### src/rtl/sipo_pkg.sv
// Shared types and helpers for the serial-in, parallel-out shift register.
package sipo_pkg;

  // Holding-register occupancy; the encoding doubles as par_valid.
  typedef enum logic {
    HOLD_EMPTY = 1'b0,
    HOLD_FULL  = 1'b1
  } hold_state_e;

  function automatic int cnt_w(input int width);
    return $clog2(width);
  endfunction

endpackage

### src/rtl/sipo_shift_reg_if.sv
// Bit-stream input, parallel valid/ready output and status for sipo_shift_reg.
interface sipo_shift_reg_if #(
  parameter int WIDTH = 8
);
  import sipo_pkg::*;

  // Handshake: ser_in is taken on any edge with ser_valid high and clear low
  // (no back-pressure); par_out is transferred on any edge with par_valid and
  // par_ready both high, and par_out stays stable until that edge.
  logic             ser_in;
  logic             ser_valid;
  logic             clear;
  logic [WIDTH-1:0] par_out;
  logic             par_valid;
  logic             par_ready;
  logic             busy;
  logic             overrun;
  hold_state_e      hold_state;

  modport master (
    output ser_in, ser_valid, clear, par_ready,
    input  par_out, par_valid, busy, overrun, hold_state
  );

  modport slave (
    input  ser_in, ser_valid, clear, par_ready,
    output par_out, par_valid, busy, overrun, hold_state
  );

endinterface

### src/rtl/sipo_shift_core.sv
// Shift register and bit counter; flags the edge on which a word completes.
module sipo_shift_core
  import sipo_pkg::*;
#(
  parameter int WIDTH     = 8,
  parameter bit MSB_FIRST = 1'b1
) (
  input  logic             clk,
  input  logic             rst_n,
  input  logic             ser_in,
  input  logic             ser_valid,
  input  logic             clear,
  output logic [WIDTH-1:0] word,
  output logic             word_done,
  output logic             busy
);

  localparam int CNT_W = cnt_w(WIDTH);
  localparam logic [CNT_W-1:0] LAST = CNT_W'(WIDTH - 1);

  logic [WIDTH-1:0] sreg;
  logic [WIDTH-1:0] shifted;
  logic [CNT_W-1:0] cnt;
  logic             accept;

  assign accept = ser_valid & ~clear;

  generate
    if (MSB_FIRST) begin : g_msb
      assign shifted = {sreg[WIDTH-2:0], ser_in};
    end else begin : g_lsb
      assign shifted = {ser_in, sreg[WIDTH-1:1]};
    end
  endgenerate

  // The completed word includes the bit arriving on this edge.
  assign word      = shifted;
  assign word_done = accept && (cnt == LAST);
  assign busy      = (cnt != '0);

  always_ff @(posedge clk or negedge rst_n) begin
    if (!rst_n) begin
      sreg <= '0;
      cnt  <= '0;
    end else if (clear) begin
      sreg <= '0;
      cnt  <= '0;
    end else if (ser_valid) begin
      sreg <= shifted;
      cnt  <= (cnt == LAST) ? '0 : cnt + CNT_W'(1);
    end
  end

endmodule

### src/rtl/sipo_shift_reg.sv
// Serial-in, parallel-out shift register with a one-deep holding register
// on a valid/ready output port and overrun reporting.
module sipo_shift_reg
  import sipo_pkg::*;
#(
  parameter int WIDTH     = 8,
  parameter bit MSB_FIRST = 1'b1
) (
  input logic              clk,
  input logic              rst_n,
  sipo_shift_reg_if.slave  bus
);

  logic [WIDTH-1:0] word;
  logic             word_done;
  logic             core_busy;
  logic [WIDTH-1:0] hold;
  logic             overrun_q;
  hold_state_e      state;
  logic             pop;

  sipo_shift_core #(
    .WIDTH     (WIDTH),
    .MSB_FIRST (MSB_FIRST)
  ) u_core (
    .clk       (clk),
    .rst_n     (rst_n),
    .ser_in    (bus.ser_in),
    .ser_valid (bus.ser_valid),
    .clear     (bus.clear),
    .word      (word),
    .word_done (word_done),
    .busy      (core_busy)
  );

  assign pop = (state == HOLD_FULL) && bus.par_ready;

  always_ff @(posedge clk or negedge rst_n) begin
    if (!rst_n) begin
      state     <= HOLD_EMPTY;
      hold      <= '0;
      overrun_q <= 1'b0;
    end else begin
      overrun_q <= 1'b0;
      case (state)
        HOLD_EMPTY: begin
          if (word_done) begin
            hold  <= word;
            state <= HOLD_FULL;
          end
        end
        HOLD_FULL: begin
          // A pop on the completion edge frees the slot just in time.
          if (word_done && pop) begin
            hold <= word;
          end else if (word_done) begin
            overrun_q <= 1'b1;
          end else if (pop) begin
            state <= HOLD_EMPTY;
          end
        end
        default: state <= HOLD_EMPTY;
      endcase
    end
  end

  assign bus.par_out    = hold;
  assign bus.par_valid  = (state == HOLD_FULL);
  assign bus.busy       = core_busy;
  assign bus.overrun    = overrun_q;
  assign bus.hold_state = state;

endmodule

### src/flat_wrapper.sv
// flat-port wrapper written by rule: the top's interface ports become plain ports
module sipo_shift_reg_flat import sipo_pkg::*;
#(
  parameter int WIDTH     = 8,
  parameter bit MSB_FIRST = 1'b1
)
  (clk, rst_n, bus_ser_in, bus_ser_valid, bus_clear, bus_par_ready, bus_par_out, bus_par_valid, bus_busy, bus_overrun, bus_hold_state);
  sipo_shift_reg_if #(.WIDTH(WIDTH)) bus_i ();
  input logic clk;
  input logic rst_n;
  input wire logic [$bits(bus_i.ser_in)-1:0] bus_ser_in;
  input wire logic [$bits(bus_i.ser_valid)-1:0] bus_ser_valid;
  input wire logic [$bits(bus_i.clear)-1:0] bus_clear;
  input wire logic [$bits(bus_i.par_ready)-1:0] bus_par_ready;
  output wire logic [$bits(bus_i.par_out)-1:0] bus_par_out;
  output wire logic [$bits(bus_i.par_valid)-1:0] bus_par_valid;
  output wire logic [$bits(bus_i.busy)-1:0] bus_busy;
  output wire logic [$bits(bus_i.overrun)-1:0] bus_overrun;
  output wire logic [$bits(bus_i.hold_state)-1:0] bus_hold_state;
  assign bus_i.ser_in = bus_ser_in;
  assign bus_i.ser_valid = bus_ser_valid;
  assign bus_i.clear = bus_clear;
  assign bus_i.par_ready = bus_par_ready;
  assign bus_par_out = bus_i.par_out;
  assign bus_par_valid = bus_i.par_valid;
  assign bus_busy = bus_i.busy;
  assign bus_overrun = bus_i.overrun;
  assign bus_hold_state = bus_i.hold_state;
  sipo_shift_reg #(.WIDTH(WIDTH), .MSB_FIRST(MSB_FIRST)) u_core (.clk(clk), .rst_n(rst_n), .bus(bus_i));
endmodule
### config.mk
export PLATFORM = sky130hd
export DESIGN_NAME = sipo_shift_reg_flat
export DESIGN_NICKNAME = d
export VERILOG_FILES = /design/src/rtl/sipo_pkg.sv /design/src/rtl/sipo_shift_reg_if.sv /design/src/rtl/sipo_shift_core.sv /design/src/rtl/sipo_shift_reg.sv /design/src/flat_wrapper.sv
export SDC_FILE = /design/constraint.sdc
export NUM_CORES = 1
export LEC_CHECK = 0
export ABC_AREA = 1
export BUFFER_PORTS_ARGS = -buffer_cell sky130_fd_sc_hd__buf_2
export CAP_MARGIN = 0
export CORE_MARGIN = 1
export CORE_UTILIZATION = 55
export CTS_CLUSTER_DIAMETER = 80
export DETAILED_ROUTE_END_ITERATION = 10
export PLACE_DENSITY_LB_ADDON = 0.1
export REMOVE_ABC_BUFFERS = 1
export SLEW_MARGIN = 20
export SYNTH_ARGS = -nofsm -noshare
export SYNTH_HDL_FRONTEND = slang
export SYNTH_SLANG_ARGS = --single-unit
### constraint.sdc
create_clock -name clk -period 1.7 [get_ports clk]
set_input_delay 0.085 -clock clk [delete_from_list [all_inputs] [get_ports clk]]
set_output_delay 0.085 -clock clk [all_outputs]
set_load 0.02 [all_outputs]
; ---- Word-level counts from Yosys, hierarchy flattened
; Cells that the tools add are included.
; W data, S select, Z words.
[totals]
mem_count = 0
latch_bits = 0
ff_bits = 20
out_inout_bits = 12
rom_bits = 0
ramBits = 0
[classes]
n_mux = 15
n_addsub = 1
n_div = 0
n_bitwise = 3
reduce_logical = 6
eq_ne = 3
n_shift = 0
n_lt_le_gt_ge = 0
n_mul = 0
[ops]
columns = cell, count
row1 = $mux W8, 2
row2 = $pmux W8 S2, 1
row3 = $mux W7, 2
row4 = $mux W3, 3
row5 = $mux W1, 6
row6 = $ne A2 B2 Y1 const B, 2
row7 = $add A3 B1 Y3 const B, 1
row8 = $eq A3 B3 Y1 const B, 1
row9 = $logic_and A1 B1 Y1, 3
row10 = $reduce_bool A3 Y1, 1
row11 = $not A1 Y1, 2
row12 = $pmux W1 S2, 1
row13 = $reduce_and A2 Y1, 1
row14 = $reduce_bool A2 Y1, 1
row15 = $and A1 B1 Y1, 1

; ---- Logic depth before layout (Yosys ltp)
[depth]
word_depth = 6
ltp_mapped = 6
depth_no_buf = 5

; ---- By module
; A second synthesis with hierarchy kept.
[hier_totals]
hier_cells = 98
hier_area_um2 = 944.7
[modules_own_cells]
columns = module, area_each_um2, cells_per_inst, n_inst
row1 = sipo_shift_core, 478.0, 55, 1
row2 = sipo_shift_reg, 466.7, 43, 1

; ---- Worst setup path after synthesis
; No wires, ideal clock.
[synth_path]
kind = reg2reg
start = reg u_core.u_core.cnt[0]
end = reg u_core.hold[0] (netlist: u_core.bus.par_out[0])
path_stages_with_launch = 7
synth_period_minus_slack_ps = 1165
arrival_time_ps = 1100
path_slack_ps = 535
required_time_ps = 1635
n_path_buf = 1
setup_ps = 65
path_cell_list = dfrtp_1 ha_1 ha_1 buf_2 nand3_2 nand2_1 nand2_1
[synth_between]
elab_chain_cells = 5
word_cells_on_any_way = 6
[synth_lines]
columns = element, line
row1 = start: declaration, sipo_shift_core.sv:23  ; logic [CNT_W-1:0] cnt;
row2 = start signal: assignment, sipo_shift_core.sv:50  ; cnt <= (cnt == LAST) ? '0 : cnt + CNT_W'(1);
row3 = $eq A3 B3 Y1 *, sipo_shift_core.sv:38  ; assign word_done = accept && (cnt == LAST);
row4 = $logic_and A1 B1 Y1 *, sipo_shift_core.sv:38
row5 = $logic_and A1 B1 Y1, sipo_shift_reg.sv:54  ; if (word_done && pop) begin
row6 = $ne A2 B2 Y1 (no source line), --
row7 = $reduce_and A2 Y1 (no source line) *, --
row8 = end signal: assignment, sipo_shift_reg.sv:48  ; hold <= word;
row9 = end signal: assignment, sipo_shift_reg.sv:55  ; hold <= word;
row10 = end: declaration, sipo_shift_reg.sv:17  ; logic [WIDTH-1:0] hold;
; Mark *: on every way between the ends. The rest lies on a longest branch, timed or not.
; A chain may end at the register's enable or synchronous reset.

; ---- Final worst setup path
[layout_path]
start = reg u_core.u_core.cnt[0]
end = reg u_core.hold[7] (netlist: u_core.bus.par_out[7])
; Same word-level chain as after synthesis.

==> flow_summary.json <==
{
  "status": "complete, no violations",
  "antenna_found_initial": 0,
  "core_sq_um": 1366,
  "critPathRequiredTime_ps": 1890,
  "relSlewSlack": 0.7119,
  "netlist_area_sq_um": 845.8,
  "fin_util": 0.7079,
  "critical_path_class": "reg -> reg",
  "grt_pass1_vias": 548,
  "setup_violations": 0,
  "crit_slowest_cell": "dfrtp_1",
  "grt.total_usage": 0.1979,
  "setup_tns_ps": 0,
  "cts_root_buffer": "clkbuf_4",
  "yosysSeqAreaShare": 0.5917,
  "worstMarginPinSlew_ps": 432.1,
  "cp-start-kind": "register",
  "vias": 639,
  "muxShareOfSynthArea": 0,
  "die_w_microns": 41.22,
  "viasPerCell": 5.325,
  "ff2ff_path_depth": 5,
  "yosys.area_share.simple": 0.2101,
  "drtPass1Iterations": 4,
  "drive_gt1_frac": 0.2286,
  "whs_path_depth": 3,
  "drt_iter0_drc": 25,
  "final_antenna_net_count": 0,
  "grt_start_max_net_pins": 21,
  "cp_top_family": "adder cells",
  "n_antenna_cell": 0,
  "hold_path_class": "in -> reg",
  "synthDistinctLibCells": 15,
  "fin_crit_ps": 1357,
  "arrival_ps": 1540,
  "fmax_ghz": 0.7368,
  "area_growth_pct": 14.35,
  "min_period_over_period": 0.7984,
  "pin_count": 18,
  "drv_slew": 0,
  "cts_setup_buffers": 0,
  "grt_pass1_wl_mm": 2.201,
  "post-dp-hpwl_mm": 1.039,
  "fin_skew_ps": 9.290,
  "endpoint_kind": "register",
  "yosysWarnings": 0,
  "cts_tree": "done",
  "crit_fanout": 10,
  "hold_viol_final": 0,
  "clock_path_buffers": 2,
  "power_density_nw_per_um2": 843.4,
  "max_stage_delay_ps": 380,
  "ys_ff_latch": 20,
  "wl_per_cell_microns": 12.03,
  "routed_wl_mm": 1.444,
  "cp.depth": 5,
  "rsz0062_at_grt": "false",
  "fillerInstances": 119,
  "synth-adder-area-share": 0.04438,
  "portBuffers": 17,
  "crit_chain": "ha_1 > ha_1 > nand3_2 > nand2_1 > nand2_1",
  "maxCapViolations": 0,
  "die-area_sq_um": 1699,
  "p_leak_nw": 0.5430,
  "htreeDepth": 1,
  "seqCellArea_sq_um": 500.5,
  "synth_compound_area_frac": 0.06657,
  "clkTransAtPathRegs_ps": 120,
  "syn_avg_cell_area_sq_um": 9.722,
  "grt.overflow.total": 0,
  "cp_num_buf_inv": 0,
  "synth_top_family_by_area": "simple AND/OR/NAND/NOR gates",
  "std_cell_rows": 13,
  "syn_inst": 87,
  "synthXorXnorAreaFrac": 0,
  "finalNetCount": 115,
  "numCtsBuffers": 3,
  "routabilityCongestion": 0.7099,
  "die_h_microns": 41.22,
  "drc": 0,
  "cts.sinks": 20,
  "start_util": 0.6190,
  "cts_resized": 0,
  "multi_input_area_sq_um": 271.5,
  "clock_latency_ps": 290,
  "layout_common_cells": "nand2_1, dfrtp_1, buf_2",
  "layout_commonest_cell": "nand2_1",
  "ir_drop_v": 0.0006364
}
==> area by class of cell <==
type                            instances  area share
Sequential cell                        20      0.5175
Multi-Input combinational cell         51      0.2807
Clock buffer                            4     0.03752
Timing Repair Buffer                   18     0.09832
Inverter                               12     0.04657
Tap cell                               15     0.01940
==> cells by family (layout without fill, tap and decap cells) <==
kind of cell / Yosys count / in the layout
compound gates: 10 / 10
simple gates: 38 / 38
flops: 20 / 20
buf+inv: 16 / 34
fa+ha+maj: 3 / 3
==> cells in the mapped netlist (all sizes together) <==
library cell / number / area share
buf: 4 / 0.034
dfrtp: 20 / 0.59
ha: 3 / 0.044
inv: 12 / 0.053
nand2: 26 / 0.12
nand3: 2 / 0.018
nand4: 8 / 0.059
nor2: 2 / 0.018
o21ai: 5 / 0.030
o22ai: 5 / 0.037
==> repair_timing <==
| action | in CTS | in global routing |
|---|---|---|
| hold buffers | 1 | 0 |
| endpoints found under the hold margin | 20 | 0 |
| setup endpoints to repair | 0 | 0 |
==> registers in the layout (all words and copies together) (netlist names) <==
signal / cells
u_core.bus.par_out: 8
u_core.u_core.cnt: 3
u_core.u_core.sreg: 7
u_core.bus.hold_state: 1
u_core.bus.overrun: 1
==> per-layer routing <==
metal / track usage / wire length, microns / vias up
met5: 0 / 0 / -
met4: 0 / 0 / 0
met1: 0.2448 / 652 / 300
met3: 0.06522 / 61 / 0
li1: - / - / 319
met2: 0.3555 / 730 / 20
==> metrics by stage <==
| stage | hold WS (ps) | cell area (sq um) | setup WS, ps | cells | total power, mW |
|---|---|---|---|---|---|
| 2_1_floorplan | -210.6 | 817.0 | 471.5 | 83 | 0.5259 |
| 3_3_place_gp | 45.19 | 920.9 | 429.8 | 115 | 0.5502 |
| 3_5_place_dp | 48.37 | 920.9 | 363.9 | 115 | 0.5530 |
| 4_1_cts | 8.474 | 967.2 | 324.0 | 120 | 0.8211 |
| 5_1_grt | 30.71 | 967.2 | 219.7 | 120 | 0.8466 |
| 6_report | 7.472 | 967.2 | 342.7 | 120 | 0.8157 |
==> final timing paths <==
check,slack [ps],start,endpoint
worst max-delay path,340,u_core.u_core.cnt[0],u_core.bus.par_out[7]
worst min-delay path,7,bus_ser_in,u_core.u_core.sreg[0]
worst max register to register,340,u_core.u_core.cnt[0],u_core.bus.par_out[7]
worst min register to register,480,u_core.bus.par_out[1],u_core.bus.par_out[1]
max in group asynchronous,1150,rst_n,u_core.u_core.sreg[6]
min in group asynchronous,250,rst_n,u_core.bus.par_out[0]
==> where the power goes <==
group | leakage (nW) | internal [mW] | switching [mW] | total (mW)
Combinational | 0.245 | 0.0179 | 0.0394 | 0.0573
Clock | 0.0210 | 0.130 | 0.141 | 0.271
Sequential | 0.277 | 0.483 | 0.00419 | 0.487
==> worst register-to-register path: cells and delay by family, from the launching register on <==
family	cells	cell delay, ps
adders and majority gates	2	500
DFF	1	380
and+or+nand+nor	3	370
(Power assumes the default switching activity.)
